## src/rtl/exu_wb_ctrl.sv

```systemverilog
// Execute/write-back sequencer: owns the GPR write port, issues one memory request
// per load/store, extends load data. Optional memory timeout: GPR_WB_TIMEOUT_EN.
module exu_wb_ctrl #(
  parameter int ISA_WIDTH      = 32,
  parameter int GPR_ADDR_WIDTH = 5,
  parameter int TIMEOUT_CYCLES = 255
) (
  input  logic                      clk,
  input  logic                      rst,
  input  logic                      in_valid,
  output logic                      in_ready,
  input  logic                      in_wb_en,
  input  logic [GPR_ADDR_WIDTH-1:0] in_rd,
  input  logic                      in_mem_r,
  input  logic                      in_mem_w,
  input  logic [2:0]                in_ld_size,
  input  logic [ISA_WIDTH-1:0]      in_alu_result,
  input  logic [ISA_WIDTH-1:0]      in_st_data,
  output logic                      mem_req_valid,
  input  logic                      mem_req_ready,
  output logic                      mem_req_we,
  output logic [ISA_WIDTH-1:0]      mem_req_addr,
  output logic [ISA_WIDTH-1:0]      mem_req_wdata,
  input  logic                      mem_resp_valid,
  input  logic [ISA_WIDTH-1:0]      mem_resp_rdata,
  output logic                      gpr_we,
  output logic [GPR_ADDR_WIDTH-1:0] gpr_waddr,
  output logic [ISA_WIDTH-1:0]      gpr_wdata,
  output logic                      commit,
  output logic                      mem_err,
  output logic                      busy
);

  // state | meaning
  // IDLE  | waiting for an instruction, in_ready=1
  // MREQ  | memory request presented until mem_req_ready
  // MRESP | load issued, waiting for mem_resp_valid
  // WB    | single write-back/commit cycle
  typedef enum logic [1:0] {IDLE, MREQ, MRESP, WB} state_t;

  state_t state, state_nxt;

  logic                      wb_en_q;
  logic [GPR_ADDR_WIDTH-1:0] rd_q;
  logic                      load_q;
  logic                      store_q;
  logic [2:0]                size_q;
  logic [ISA_WIDTH-1:0]      alu_q;
  logic [ISA_WIDTH-1:0]      st_q;
  logic [ISA_WIDTH-1:0]      ld_data_q;
  logic [ISA_WIDTH-1:0]      ld_ext;
  logic                      accept, req_hs, resp_hs, to_hit, to_flag;

  assign accept  = in_valid && (state == IDLE);
  assign req_hs  = (state == MREQ) && mem_req_ready;
  assign resp_hs = (state == MRESP) && mem_resp_valid;

`ifdef GPR_WB_TIMEOUT_EN
  localparam int CNT_W = $clog2(TIMEOUT_CYCLES + 1);
  logic [CNT_W-1:0] to_cnt;

  assign to_hit = ((state == MREQ) || (state == MRESP)) && !req_hs && !resp_hs &&
                  (to_cnt == CNT_W'(TIMEOUT_CYCLES - 1));

  always_ff @(posedge clk) begin
    if (rst) begin
      to_cnt  <= '0;
      to_flag <= 1'b0;
    end else begin
      if (accept) to_cnt <= '0;
      else if ((state == MREQ) || (state == MRESP)) to_cnt <= to_cnt + 1'b1;
      if (accept) to_flag <= 1'b0;
      else if (to_hit) to_flag <= 1'b1;
    end
  end
`else
  assign to_hit  = 1'b0;
  assign to_flag = 1'b0;
`endif

  // ld/lwu only exist on a 64-bit datapath; everything unsupported writes 0
  always_comb begin
    ld_ext = '0;
    case (size_q)
      3'b000: ld_ext = ISA_WIDTH'($signed(mem_resp_rdata[7:0]));
      3'b001: ld_ext = ISA_WIDTH'($signed(mem_resp_rdata[15:0]));
      3'b010: ld_ext = ISA_WIDTH'($signed(mem_resp_rdata[31:0]));
      3'b100: ld_ext = ISA_WIDTH'(mem_resp_rdata[7:0]);
      3'b101: ld_ext = ISA_WIDTH'(mem_resp_rdata[15:0]);
      3'b110: if (ISA_WIDTH == 64) ld_ext = ISA_WIDTH'(mem_resp_rdata[31:0]);
      3'b011: if (ISA_WIDTH == 64) ld_ext = mem_resp_rdata;
      default: ld_ext = '0;
    endcase
  end

  always_comb begin
    state_nxt = state;
    case (state)
      IDLE:  if (accept) state_nxt = (in_mem_r || in_mem_w) ? MREQ : WB;
      MREQ:  if (req_hs) state_nxt = store_q ? WB : MRESP;
             else if (to_hit) state_nxt = WB;
      MRESP: if (resp_hs || to_hit) state_nxt = WB;
      WB:    state_nxt = IDLE;
      default: state_nxt = IDLE;
    endcase
  end

  always_ff @(posedge clk) begin
    if (rst) begin
      state     <= IDLE;
      wb_en_q   <= 1'b0;
      rd_q      <= '0;
      load_q    <= 1'b0;
      store_q   <= 1'b0;
      size_q    <= '0;
      alu_q     <= '0;
      st_q      <= '0;
      ld_data_q <= '0;
    end else begin
      state <= state_nxt;
      if (accept) begin
        wb_en_q <= in_wb_en;
        rd_q    <= in_rd;
        load_q  <= in_mem_r;
        store_q <= in_mem_w && !in_mem_r;
        size_q  <= in_ld_size;
        alu_q   <= in_alu_result;
        st_q    <= in_st_data;
      end
      if (resp_hs) ld_data_q <= ld_ext;
    end
  end

  // request and write-back outputs drop in the reset cycle itself
  always_comb begin
    in_ready      = (state == IDLE);
    busy          = (state != IDLE);
    mem_req_valid = 1'b0;
    mem_req_we    = 1'b0;
    mem_req_addr  = '0;
    mem_req_wdata = '0;
    gpr_we        = 1'b0;
    gpr_waddr     = '0;
    gpr_wdata     = '0;
    commit        = 1'b0;
    mem_err       = 1'b0;
    if ((state == MREQ) && !rst) begin
      mem_req_valid = 1'b1;
      mem_req_we    = store_q;
      mem_req_addr  = alu_q;
      mem_req_wdata = st_q;
    end
    if ((state == WB) && !rst) begin
      gpr_we    = wb_en_q && !store_q && (rd_q != '0) && !to_flag;
      gpr_waddr = rd_q;
      gpr_wdata = load_q ? ld_data_q : alu_q;
      commit    = 1'b1;
      mem_err   = to_flag;
    end
  end

endmodule

```

## config.mk

```make
export PLATFORM = sky130hd
export DESIGN_NAME = exu_wb_ctrl
export DESIGN_NICKNAME = d
export VERILOG_FILES = /design/src/rtl/exu_wb_ctrl.sv
export SDC_FILE = /design/constraint.sdc
export NUM_CORES = 1
export LEC_CHECK = 0
export BUFFER_PORTS_ARGS = -buffer_cell sky130_fd_sc_hd__buf_2
export CORE_UTILIZATION = 52
export CTS_BUF_LIST = sky130_fd_sc_hd__clkbuf_16
export CTS_CLUSTER_DIAMETER = 30
export CTS_CLUSTER_SIZE = 28
export DETAILED_ROUTE_END_ITERATION = 16
export HOLD_SLACK_MARGIN = 0.03
export PLACE_DENSITY = 0.95
export SYNTH_ARGS = -nofsm -noshare
export SYNTH_HDL_FRONTEND = slang
export SYNTH_SLANG_ARGS = --single-unit
```

## constraint.sdc

```tcl
create_clock -name clk -period 2.4 [get_ports clk]
set_input_delay 0.12 -clock clk [delete_from_list [all_inputs] [get_ports clk]]
set_output_delay 0.12 -clock clk [all_outputs]
set_load 0.01 [all_outputs]
```

==> report_table.html, run 1 <==
<table>
<tr><th>Metric</th><th>Value</th></tr>
<tr><th colspan="2">Power</th></tr>
<tr><td>PnR Total Power</td><td>5440 uW</td></tr>
<tr><td>Standby leakage power</td><td>0.00320 uW</td></tr>
<tr><td>Power density over the cells</td><td>758 mW/mm^2</td></tr>
<tr><td>IR Drop Worst-Case VDD</td><td>0.000422 V</td></tr>
<tr><th colspan="2">Routing</th></tr>
<tr><td>Detailed Route Iter0 Violations</td><td>195</td></tr>
<tr><td>Residual antenna-violating net count after detailed routing</td><td>0</td></tr>
<tr><td>Vias after detailed routing</td><td>5,447</td></tr>
<tr><td>Wire length per cell</td><td>15.2 um</td></tr>
<tr><td>Via/cell ratio</td><td>5.29</td></tr>
<tr><td>Iteration count of the initial detailed-routing pass</td><td>5</td></tr>
<tr><td>DR DRC count</td><td>0</td></tr>
<tr><td>Final WL</td><td>15,700 um</td></tr>
<tr><th colspan="2">Yosys</th></tr>
<tr><td>Synth area leaders</td><td>dfxtp_1, nand2_1, and2_1</td></tr>
<tr><td>Most instantiated flip-flop cell in the synthesis netlist</td><td>dfxtp_1</td></tr>
<tr><td>Syn_nets</td><td>766</td></tr>
<tr><td>Syn. warnings</td><td>0</td></tr>
<tr><td>Number of distinct standard cells referenced by the synthesized netlist</td><td>36</td></tr>
<tr><td>Area share of the leading cell type in the synthesized netlist</td><td>42.0%</td></tr>
<tr><td>Most instantiated cells after synthesis</td><td>nand2_1, dfxtp_1, a21oi_1</td></tr>
<tr><td>Synthesized area</td><td>0.00520 mm^2</td></tr>
<tr><td>Mapped Cells</td><td>649</td></tr>
<tr><td>Async SR Flop Fraction</td><td>0%</td></tr>
<tr><td>Yosys top cell by area</td><td>dfxtp_1</td></tr>
<tr><td>Post-synth EDFFs</td><td>0</td></tr>
<tr><td>Average instance area after synthesis</td><td>8.01 um^2</td></tr>
<tr><td>Synth Register Bits</td><td>109</td></tr>
<tr><td>Seq/Total Area, Yosys</td><td>42.0%</td></tr>
<tr><td>Most frequently used cell type in the post-synthesis netlist</td><td>nand2_1</td></tr>
<tr><th colspan="2">Floorplan</th></tr>
<tr><td>Initial cell density of the core</td><td>53.4%</td></tr>
<tr><td>Overall die height</td><td>102 um</td></tr>
<tr><td>Horizontal die dimension</td><td>102 um</td></tr>
<tr><td>Core area</td><td>0.00973 mm^2</td></tr>
<tr><td>Overall die area</td><td>0.0104 mm^2</td></tr>
<tr><td>Top-Level Pins</td><td>220</td></tr>
<tr><td>Total number of placement rows</td><td>36</td></tr>
<tr><th colspan="2">CTS</th></tr>
<tr><td>Number of clock sinks seen by CTS</td><td>109</td></tr>
<tr><td>Clock transition at the registers of the reported paths</td><td>0.07 ns</td></tr>
<tr><td>Number of buffers created by CTS</td><td>9</td></tr>
<tr><td>Clk Tree Root Cell</td><td>clkbuf_16</td></tr>
<tr><td>Count of cells resized by post-cts repair</td><td>0</td></tr>
<tr><td>Insertion delay of the later-clocked pin in the worst-skew pair</td><td>0.34 ns</td></tr>
<tr><td>Clock tree from TritonCTS</td><td>done</td></tr>
<tr><td>Number of buffers inserted by post-CTS setup repair</td><td>0</td></tr>
<tr><td>Number of levels the H-tree was split into</td><td>3</td></tr>
<tr><td>Number of buffers between clock root and the deepest sink</td><td>2</td></tr>
<tr><th colspan="2">Placed design</th></tr>
<tr><td>Placed cell count</td><td>954</td></tr>
<tr><td>Number of input and output port buffers inserted</td><td>218</td></tr>
<tr><td>Sum of net half-perimeters after detailed placement</td><td>9670 um</td></tr>
<tr><td>Placer's final routability congestion estimate</td><td>0.813</td></tr>
<tr><th colspan="2">Timing</th></tr>
<tr><td>Transition time of the tightest slew-check pin</td><td>0.731 ns</td></tr>
<tr><td>Fin crit share</td><td>91.9%</td></tr>
<tr><td>Clock tree skew after final layout</td><td>0.0118 ns</td></tr>
<tr><td>Setup TNS</td><td>0 ns</td></tr>
<tr><td>Max-slew violation count</td><td>0</td></tr>
<tr><td>Final setup vio count</td><td>0</td></tr>
<tr><td>Final Hold Vio Count</td><td>0</td></tr>
<tr><td>Highest clock frequency the design can meet</td><td>0.453 GHz</td></tr>
<tr><td>Headroom to the max-slew limit</td><td>51.3%</td></tr>
<tr><td>Setup repair after global routing missed its margin</td><td>no</td></tr>
<tr><td>Shortest period the worst path allows</td><td>2.21 ns</td></tr>
<tr><th colspan="2">Global route</th></tr>
<tr><td>Overflow left after global routing</td><td>0</td></tr>
<tr><td>Number of global-route vias before repair</td><td>5,183</td></tr>
<tr><td>Global-route wire length before repair</td><td>24,100 um</td></tr>
<tr><td>Initial antenna violation count</td><td>0</td></tr>
<tr><td>Pin count of the biggest net entering global routing</td><td>76</td></tr>
<tr><td>Total global-route track usage</td><td>29.4%</td></tr>
<tr><th colspan="2">Cells and area</th></tr>
<tr><td>Diodes inserted</td><td>0</td></tr>
<tr><td>Number of filler instances in the final layout</td><td>761</td></tr>
<tr><td>Share of post-route cells with drive strength above 1</td><td>29.0%</td></tr>
<tr><td>Final Core Density</td><td>73.8%</td></tr>
<tr><td>Area occupied by multi-input gates</td><td>0.00272 mm^2</td></tr>
<tr><td>Post-layout instance count excluding filler cells</td><td>1,030</td></tr>
<tr><td>Area growth from synthesis to layout</td><td>38.2%</td></tr>
<tr><td>Nets</td><td>1,009</td></tr>
<tr><td>Area used by sequential logic in the layout</td><td>0.00218 mm^2</td></tr>
<tr><th colspan="2">Setup path</th></tr>
<tr><td>Path type of the worst setup path</td><td>flop to output port</td></tr>
<tr><td>Depth of the most critical reg-to-reg path</td><td>5</td></tr>
<tr><td>Critical Path AT</td><td>2.09 ns</td></tr>
<tr><td>Required time worst endpoint</td><td>2.28 ns</td></tr>
<tr><td>Critical Path Start Type</td><td>flop</td></tr>
<tr><td>Critical path peak fanout</td><td>42</td></tr>
<tr><td>CP Capture Type</td><td>output port</td></tr>
<tr><th colspan="2">Worst hold path</th></tr>
<tr><td>Class of the most critical hold timing path</td><td>primary input to flop</td></tr>
<tr><td>Hold Path Stages</td><td>3</td></tr>
<tr><th colspan="2">Run status</th></tr>
<tr><td>Status</td><td>complete, no violations</td></tr>
<tr><th colspan="2">Job</th></tr>
<tr><td>Max-cap violations</td><td>0</td></tr>
</table>
where the power goes:
part / internal, uW / switching (uW)
Sequential: 2130 / 221
Combinational: 724 / 1000
Clock: 708 / 657
flip-flops by register name, indices dropped and copies added (netlist names):
register   count
alu_q         32
ld_data_q     32
load_q         1
rd_q           5
size_q         3
st_q          32
state          2
store_q        1
wb_en_q        1
kinds of logic after synthesis:
| group | after synthesis | share of synthesized area, % |
|---|---|---|
| buf+inv | 59 | 5.85 |
| other cells | 1 | 0.0721 |
| fa+ha+maj | 5 | 1.20 |
| simple gates | 304 | 27.1 |
| mux | 42 | 8.38 |
| flops | 109 | 42.0 |
| compound gates | 129 | 15.4 |
path summary, 6_finish.rpt:
path / start / endpoint / slack, ns
max: state[1] / mem_req_addr[16] / 0.19
min: in_alu_result[11] / alu_q[11] / 0.04
max reg2reg: state[0] / ld_data_q[28] / 0.59
min reg2reg: st_q[27] / st_q[27] / 0.45
layout make-up:
| class | count | share of cell area, % |
|---|---|---|
| repair buffers | 287 | 25.4 |
| inverters | 4 | 0.209 |
| multi-input cells | 481 | 37.9 |
| flip-flops and latches | 109 | 30.4 |
| clock buffers | 9 | 3.13 |
| clock inverters | 7 | 0.679 |
| well taps | 133 | 2.32 |
per-stage QoR:
step / area (um^2) / setup WS, ns / hold WS (ns)
3_3_place_gp: 6310 / 0.615 / 0.360
4_1_cts: 7170 / 0.217 / 0.0310
2_1_floorplan: 5200 / 0.918 / 0.256
6_report: 7180 / 0.194 / 0.0357
3_5_place_dp: 6310 / 0.586 / 0.366
5_1_grt: 7180 / 0.0547 / 0.0350
placed cells by master, fill, tap and decap left out, types with 2 or more instances in the layout:
cell	Yosys	final
clkbuf_16	0	9
nand2_1	159	158
and2_1	72	71
nor2_1	43	43
dlygate4sd3_1	0	60
a221oi_1	9	9
dfxtp_1	109	108
nand3_1	8	8
ha_1	5	5
o2bb2ai_1	16	16
buf_12	0	5
buf_2	19	217
a22oi_1	16	16
buf_4	6	5
nor3_1	8	8
a21oi_1	83	83
mux2_2	8	8
inv_1	4	4
mux2i_1	33	33
nor2_2	2	2
clkinv_2	0	2
nand2b_1	4	4
clkinv_4	0	2
inv_6	0	2
a211oi_1	2	2
critical path, stage by stage (launching register included):
cell and delay, ns:
dfxtp_1 0.35, inv_1 0.12, ha_1 0.23, nor2b_4 0.47, buf_12 0.25, and2_1 0.18, buf_2 0.14
per-layer routing:
metal | GRT usage (%) | vias up | wire length, um
met5 | 0 | - | 0
met4 | 13.1 | 0 | 475
met3 | 8.21 | 45 | 1170
met2 | 51.0 | 265 | 7790
met1 | 33.7 | 2493 | 6240
li1 | - | 2644 | -
what timing repair did:
action / 4_1_cts / 5_1_grt
hold buffers: 59 / 1
hold endpoints to repair: 59 / 1
setup endpoints to repair: 0 / 0
Power figures use the tool's default switching activity.
==> run 2: changes to the inputs <==
==> constraint.sdc (replaced) <==
create_clock -name clk -period 2.4 [get_ports clk]
set_input_delay 0.48 -clock clk [delete_from_list [all_inputs] [get_ports clk]]
set_output_delay 0.48 -clock clk [all_outputs]
set_load 0.01 [all_outputs]
==> run 2 against run 1 <==
Net effect:
- final area fell by 8.2%
- highest routed layer unchanged
- critical path type unchanged
- core utilization fell by 6.0 points
- critical path depth did not move
- register-to-register slack got worse by 0.03 ns
- largest cell class unchanged
- clock-buffer cell count did not move
- die area did not move
==> report_table.html, run 2 (synthesis gave the netlist of run 1 again) <==
<table>
<tr><th>Metric</th><th>Value</th></tr>
<tr><th colspan="2">Floorplan</th></tr>
<tr><td>Top-Level Pins</td><td>220</td></tr>
<tr><td>Overall die area</td><td>0.0104 mm^2</td></tr>
<tr><td>Initial cell density of the core</td><td>53.4%</td></tr>
<tr><td>Total number of placement rows</td><td>36</td></tr>
<tr><td>Horizontal die dimension</td><td>102 um</td></tr>
<tr><td>Overall die height</td><td>102 um</td></tr>
<tr><td>Core area</td><td>0.00973 mm^2</td></tr>
<tr><th colspan="2">Setup path</th></tr>
<tr><td>Required time worst endpoint</td><td>1.92 ns</td></tr>
<tr><td>CP Capture Type</td><td>output port</td></tr>
<tr><td>Depth of the most critical reg-to-reg path</td><td>3</td></tr>
<tr><td>Chain of cells forming the critical path</td><td>inv_1, ha_1, nor2b_4, buf_6, and2_1, buf_2</td></tr>
<tr><td>Path type of the worst setup path</td><td>flop to output port</td></tr>
<tr><td>Buffers &amp; Inverters on Critical Path</td><td>3</td></tr>
<tr><td>Crit path max-delay cell type</td><td>dfxtp_1</td></tr>
<tr><td>Launching point of the worst reg2reg path</td><td>size_q[1]</td></tr>
<tr><td>Critical Path Start Type</td><td>flop</td></tr>
<tr><td>Critical path peak fanout</td><td>37</td></tr>
<tr><td>Worst r2r dst</td><td>ld_data_q[21]</td></tr>
<tr><td>Delay-heaviest family, CP</td><td>buffers and inverters</td></tr>
<tr><td>CP max stage delay</td><td>0.35 ns</td></tr>
<tr><td>Setup slack of the worst register-to-register path</td><td>0.56 ns</td></tr>
<tr><td>Critical Path AT</td><td>1.80 ns</td></tr>
<tr><th colspan="2">Cells and area</th></tr>
<tr><td>Most common library cell in the layout ignoring fill and taps</td><td>buf_2</td></tr>
<tr><td>Area growth from synthesis to layout</td><td>26.9%</td></tr>
<tr><td>Nets</td><td>950</td></tr>
<tr><td>Share of post-route cells with drive strength above 1</td><td>31.4%</td></tr>
<tr><td>Post-layout instance count excluding filler cells</td><td>971</td></tr>
<tr><td>Leading registers by flop count</td><td>alu_q: 32 flops, ld_data_q: 32 flops, st_q: 32 flops</td></tr>
<tr><td>Diodes inserted</td><td>0</td></tr>
<tr><td>Number of filler instances in the final layout</td><td>849</td></tr>
<tr><td>Final Core Density</td><td>67.8%</td></tr>
<tr><td>Fin area</td><td>0.00660 mm^2</td></tr>
<tr><td>Commonest cells after routing, fill and taps aside</td><td>buf_2, nand2_1, dfxtp_1, a21oi_1, and2_1</td></tr>
<tr><th colspan="2">Worst hold path</th></tr>
<tr><td>Class of the most critical hold timing path</td><td>primary input to flop</td></tr>
<tr><td>Hold path startpoint</td><td>in_rd[2]</td></tr>
<tr><td>Hold Path Stages</td><td>3</td></tr>
<tr><td>Endpoint, Worst Hold</td><td>rd_q[2]</td></tr>
<tr><th colspan="2">CTS</th></tr>
<tr><td>Insertion delay of the later-clocked pin in the worst-skew pair</td><td>0.34 ns</td></tr>
<tr><td>Number of buffers between clock root and the deepest sink</td><td>2</td></tr>
<tr><td>Number of hold buffers added after cts</td><td>0</td></tr>
<tr><td>Clock tree from TritonCTS</td><td>done</td></tr>
<tr><td>Clock transition at the registers of the reported paths</td><td>0.07 ns</td></tr>
<tr><td>Number of buffers created by CTS</td><td>9</td></tr>
<tr><td>Number of clock sinks seen by CTS</td><td>109</td></tr>
<tr><td>Number of levels the H-tree was split into</td><td>3</td></tr>
<tr><td>Clk Tree Root Cell</td><td>clkbuf_16</td></tr>
<tr><th colspan="2">Timing</th></tr>
<tr><td>Final setup vio count</td><td>0</td></tr>
<tr><td>Max-slew violation count</td><td>0</td></tr>
<tr><td>Highest clock frequency the design can meet</td><td>0.439 GHz</td></tr>
<tr><td>Clock tree skew after final layout</td><td>0.00829 ns</td></tr>
<tr><td>Headroom to the max-slew limit</td><td>54.2%</td></tr>
<tr><td>Transition time of the tightest slew-check pin</td><td>0.687 ns</td></tr>
<tr><td>Fin crit share</td><td>94.9%</td></tr>
<tr><td>Setup TNS</td><td>0 ns</td></tr>
<tr><td>Final Hold Vio Count</td><td>0</td></tr>
<tr><td>Shortest period the worst path allows</td><td>2.28 ns</td></tr>
<tr><th colspan="2">Placed design</th></tr>
<tr><td>Sum of net half-perimeters after detailed placement</td><td>9490 um</td></tr>
<tr><td>Number of input and output port buffers inserted</td><td>218</td></tr>
<tr><td>Placed cell count</td><td>955</td></tr>
<tr><td>Placement-stage cell area</td><td>0.00628 mm^2</td></tr>
<tr><td>Placer's final routability congestion estimate</td><td>0.802</td></tr>
<tr><th colspan="2">Global route</th></tr>
<tr><td>Global-route wire length before repair</td><td>21,200 um</td></tr>
<tr><td>Overflow left after global routing</td><td>0</td></tr>
<tr><td>Total global-route track usage</td><td>25.6%</td></tr>
<tr><td>Met3 track demand over resource in global routing</td><td>6.02%</td></tr>
<tr><td>Global routing usage on met1</td><td>29.9%</td></tr>
<tr><td>Most utilized layer in the global route result</td><td>met2</td></tr>
<tr><td>Initial antenna violation count</td><td>0</td></tr>
<tr><td>Number of global-route vias before repair</td><td>4,675</td></tr>
<tr><td>Met2 global-route usage</td><td>45.3%</td></tr>
<tr><td>Pin count of the biggest net entering global routing</td><td>76</td></tr>
<tr><th colspan="2">Routing</th></tr>
<tr><td>Iteration count of the initial detailed-routing pass</td><td>4</td></tr>
<tr><td>Final WL</td><td>13,600 um</td></tr>
<tr><td>Via/cell ratio</td><td>5.20</td></tr>
<tr><td>Wire length per cell</td><td>14.0 um</td></tr>
<tr><td>Vias after detailed routing</td><td>5,054</td></tr>
<tr><td>DR DRC count</td><td>0</td></tr>
<tr><td>Residual antenna-violating net count after detailed routing</td><td>0</td></tr>
<tr><td>Detailed Route Iter0 Violations</td><td>188</td></tr>
<tr><th colspan="2">Power</th></tr>
<tr><td>IR Drop Worst-Case VDD</td><td>0.000605 V</td></tr>
<tr><td>Power density over the cells</td><td>826 mW/mm^2</td></tr>
<tr><td>Standby leakage power</td><td>0.00296 uW</td></tr>
<tr><th colspan="2">Run status</th></tr>
<tr><td>Status</td><td>complete, no violations</td></tr>
<tr><th colspan="2">Job</th></tr>
<tr><td>Max-cap violations</td><td>0</td></tr>
</table>
run 2: changes by cell type in the layout (fill, tap and decap cells not counted), sizes merged:
cell and delta:
dlygate4sd3 -60, clkinv -2, buf +1, bufinv +1, inv +1
run 2: layout make-up:
cell class	count	area, um^2	area share, %
multi-input combinational	481	2720	41.3
sequential	109	2180	33.1
timing repair buffer	228	1200	18.2
clock buffer	9	225	3.41
tap	133	166	2.52
clock inverter	7	81.3	1.23
inverter	4	15.0	0.228
run 2: how the worst max path moves through the flow:
stage	startpoint	to	slack [ns]	cells past startpoint
finish	state[1]	mem_req_addr[25]	0.12	6
global route	state[1]	mem_req_wdata[19]	-0.003	6
CTS	state[1]	gpr_wdata[8]	0.03	5
detailed placement	rst	gpr_wdata[8]	0.29	5
global placement	rst	gpr_wdata[16]	0.31	5
floorplan	rst	gpr_we	0.58	4
run 2: metal layers:
metal	vias up	routed length, um
met1	2312	5600
met2	182	6720
met5	-	0
li1	2528	-
met3	32	961
met4	0	346
run 2: tightest hold or removal path: stages:
cell	delay, ns
buf_2	0.09
nand2_1	0.04
a21oi_1	0.05
run 2: power breakdown:
| group | internal, uW | leakage [uW] | switching [uW] |
|---|---|---|---|
| Clock | 827 | 0.000152 | 684 |
| Combinational | 637 | 0.00192 | 958 |
| Sequential | 2130 | 0.000891 | 211 |
run 2: timing repair:
action | 4_1_cts | 5_1_grt
gates resized for setup | 0 | 3
setup endpoints to repair | 0 | 62
buffers inserted | 0 | 0
run 2: through the flow:
stage | total power [uW] | hold slack, ns | setup slack (ns)
after global routing | 5790 | 0.366 | -0.00261
after global placement | 3920 | 0.438 | 0.314
after detailed placement | 3970 | 0.443 | 0.285
after CTS | 5490 | 0.365 | 0.0315
after floorplan | 3510 | 0.432 | 0.577
final | 5450 | 0.375 | 0.123
==> run 3: changes to the inputs <==
--- a/config.mk
+++ b/config.mk
@@ -6,13 +6,13 @@
 export NUM_CORES = 1
 export LEC_CHECK = 0
 export BUFFER_PORTS_ARGS = -buffer_cell sky130_fd_sc_hd__buf_2
-export CORE_UTILIZATION = 52
+export CORE_UTILIZATION = 48
 export CTS_BUF_LIST = sky130_fd_sc_hd__clkbuf_16
 export CTS_CLUSTER_DIAMETER = 30
 export CTS_CLUSTER_SIZE = 28
 export DETAILED_ROUTE_END_ITERATION = 16
 export HOLD_SLACK_MARGIN = 0.03
-export PLACE_DENSITY = 0.95
+export PLACE_DENSITY = 0.89
 export SYNTH_ARGS = -nofsm -noshare
 export SYNTH_HDL_FRONTEND = slang
 export SYNTH_SLANG_ARGS = --single-unit
==> constraint.sdc (replaced) <==
create_clock -name clk -period 2.2 [get_ports clk]
set_input_delay 0.44 -clock clk [delete_from_list [all_inputs] [get_ports clk]]
set_output_delay 0.44 -clock clk [all_outputs]
set_load 0.01 [all_outputs]
==> run 3 against run 2 <==
Net effect:
- worst setup slack worse by 0.043 ns
- sequential share of layout area is 0.80 points lower
- power is 13% higher
- clock skew is 0.0022 ns lower
- clock-buffer cell count stayed put
==> report_table.html, run 3 (synthesis gave the netlist of run 1 again) <==
<table>
<tr><th>Metric</th><th>Value</th></tr>
<tr><th colspan="2">Setup path</th></tr>
<tr><td>CP Capture Type</td><td>output port</td></tr>
<tr><td>Critical Path Start Type</td><td>flop</td></tr>
<tr><td>Path type of the worst setup path</td><td>flop to output port</td></tr>
<tr><td>Setup slack of the worst register-to-register path</td><td>0.40 ns</td></tr>
<tr><td>Critical Path AT</td><td>1.68 ns</td></tr>
<tr><td>Critical path peak fanout</td><td>17</td></tr>
<tr><td>Required time worst endpoint</td><td>1.76 ns</td></tr>
<tr><th colspan="2">Timing</th></tr>
<tr><td>Clock tree skew after final layout</td><td>0.00609 ns</td></tr>
<tr><td>Headroom to the max-slew limit</td><td>54.6%</td></tr>
<tr><td>Max-slew violation count</td><td>0</td></tr>
<tr><td>Transition time of the tightest slew-check pin</td><td>0.681 ns</td></tr>
<tr><td>Final setup vio count</td><td>0</td></tr>
<tr><td>Highest clock frequency the design can meet</td><td>0.472 GHz</td></tr>
<tr><td>Setup TNS</td><td>0 ns</td></tr>
<tr><td>Worst hold margin</td><td>0.330 ns</td></tr>
<tr><td>Shortest period the worst path allows</td><td>2.12 ns</td></tr>
<tr><td>Final Hold Vio Count</td><td>0</td></tr>
<tr><td>Fin crit share</td><td>96.4%</td></tr>
<tr><th colspan="2">CTS</th></tr>
<tr><td>Number of clock sinks seen by CTS</td><td>109</td></tr>
<tr><td>Number of levels the H-tree was split into</td><td>3</td></tr>
<tr><td>Insertion delay of the later-clocked pin in the worst-skew pair</td><td>0.34 ns</td></tr>
<tr><td>Clock transition at the registers of the reported paths</td><td>0.07 ns</td></tr>
<tr><td>Number of buffers between clock root and the deepest sink</td><td>2</td></tr>
<tr><td>Clock tree from TritonCTS</td><td>done</td></tr>
<tr><td>Clk Tree Root Cell</td><td>clkbuf_16</td></tr>
<tr><td>Number of buffers created by CTS</td><td>9</td></tr>
<tr><th colspan="2">Floorplan</th></tr>
<tr><td>Overall die area</td><td>0.0113 mm^2</td></tr>
<tr><td>Overall die height</td><td>106 um</td></tr>
<tr><td>Horizontal die dimension</td><td>106 um</td></tr>
<tr><td>Initial cell density of the core</td><td>49.9%</td></tr>
<tr><td>Core area</td><td>0.0104 mm^2</td></tr>
<tr><td>Top-Level Pins</td><td>220</td></tr>
<tr><td>Total number of placement rows</td><td>37</td></tr>
<tr><th colspan="2">Cells and area</th></tr>
<tr><td>Most common library cell in the layout ignoring fill and taps</td><td>buf_2</td></tr>
<tr><td>Nets</td><td>959</td></tr>
<tr><td>Leading registers by flop count</td><td>alu_q: 32 flops, ld_data_q: 32 flops, st_q: 32 flops</td></tr>
<tr><td>Commonest cells after routing, fill and taps aside</td><td>buf_2, nand2_1, dfxtp_1, a21oi_1, and2_1</td></tr>
<tr><td>Final Core Density</td><td>64.9%</td></tr>
<tr><td>Area growth from synthesis to layout</td><td>30.1%</td></tr>
<tr><td>Post-layout instance count excluding filler cells</td><td>984</td></tr>
<tr><td>Share of post-route cells with drive strength above 1</td><td>32.3%</td></tr>
<tr><th colspan="2">Power</th></tr>
<tr><td>Power density over the cells</td><td>908 mW/mm^2</td></tr>
<tr><td>IR Drop Worst-Case VDD</td><td>0.000574 V</td></tr>
<tr><td>Standby leakage power</td><td>0.00303 uW</td></tr>
<tr><th colspan="2">Routing</th></tr>
<tr><td>Wire length per cell</td><td>14.9 um</td></tr>
<tr><td>DR DRC count</td><td>0</td></tr>
<tr><td>Vias after detailed routing</td><td>5,103</td></tr>
<tr><td>Iteration count of the initial detailed-routing pass</td><td>5</td></tr>
<tr><td>Detailed Route Iter0 Violations</td><td>229</td></tr>
<tr><td>Residual antenna-violating net count after detailed routing</td><td>0</td></tr>
<tr><td>Via/cell ratio</td><td>5.19</td></tr>
<tr><td>Final WL</td><td>14,600 um</td></tr>
<tr><th colspan="2">Global route</th></tr>
<tr><td>Overflow left after global routing</td><td>0</td></tr>
<tr><td>Total global-route track usage</td><td>23.8%</td></tr>
<tr><td>Global-route wire length before repair</td><td>21,600 um</td></tr>
<tr><td>Initial antenna violation count</td><td>2</td></tr>
<tr><td>Number of global-route vias before repair</td><td>4,575</td></tr>
<tr><td>Pin count of the biggest net entering global routing</td><td>67</td></tr>
<tr><th colspan="2">Run status</th></tr>
<tr><td>Status</td><td>complete, no violations</td></tr>
<tr><th colspan="2">Placed design</th></tr>
<tr><td>Placer's final routability congestion estimate</td><td>0.801</td></tr>
<tr><td>Sum of net half-perimeters after detailed placement</td><td>9430 um</td></tr>
<tr><td>Placed cell count</td><td>959</td></tr>
<tr><td>Number of input and output port buffers inserted</td><td>218</td></tr>
<tr><th colspan="2">Job</th></tr>
<tr><td>Max-cap violations</td><td>0</td></tr>
<tr><th colspan="2">Worst hold path</th></tr>
<tr><td>Class of the most critical hold timing path</td><td>primary input to flop</td></tr>
</table>
## run 3: report_power, final
part	switching (uW)	internal, uW	total (uW)
Sequential	236	2320	2560
Combinational	1120	806	1920
Clock	757	900	1660
Total	2110	4030	6140
## run 3: final cells by class
class                           instances  area, um^2
Timing Repair Buffer                  237        1350
Sequential cell                       109        2180
Multi-Input combinational cell        481        2730
Tap cell                              136         170
Clock buffer                            9         225
Antenna cell                            1        2.50
Inverter                                4        15.0
Fill cell                             939        3650
Clock inverter                          7        82.6
## run 3: path summary, 6_finish.rpt
path,start,endpoint,depth (start not counted)
worst max-delay path,state[1],mem_req_we,7
worst max register to register,state[0],ld_data_q[29],5
worst min register to register,st_q[22],st_q[22],2
worst min-delay path,in_alu_result[17],alu_q[17],3
## run 3: metal layers
metal | routed length, um | share of wire [%] | up-vias | global-route usage [%]
li1 | - | - | 2544 | -
met2 | 7120 | 49 | 180 | 40.9
met4 | 216 | 1.5 | 0 | 6.75
met5 | 0 | 0 | - | 0
met3 | 941 | 6.4 | 18 | 5.46
met1 | 6370 | 43 | 2361 | 29.7
## run 3: critical path, cell delays in order, from the launching register on
cell     delay, ns
dfxtp_2       0.35
inv_2         0.09
ha_4          0.14
nor2b_4       0.17
buf_4         0.16
buf_12        0.15
and2_1        0.15
buf_2         0.13
## run 3: per-stage QoR
stage | worst slack (ns) | cell area (um^2) | total power, uW
after CTS | 0.0118 | 6640 | 6040
after global placement | 0.396 | 6330 | 4330
after global routing | -0.00713 | 6760 | 6510
after detailed placement | 0.376 | 6330 | 4380
final | 0.0791 | 6760 | 6140
after floorplan | 0.457 | 5200 | 3830
## run 3: timing repair
item	CTS	global route
buffers inserted	0	4
endpoints found under the setup margin	1	68
hold endpoints to repair	0	0
resized for setup	1	5
hold buffers	0	0
pin swaps	0	0
gates cloned	0	4
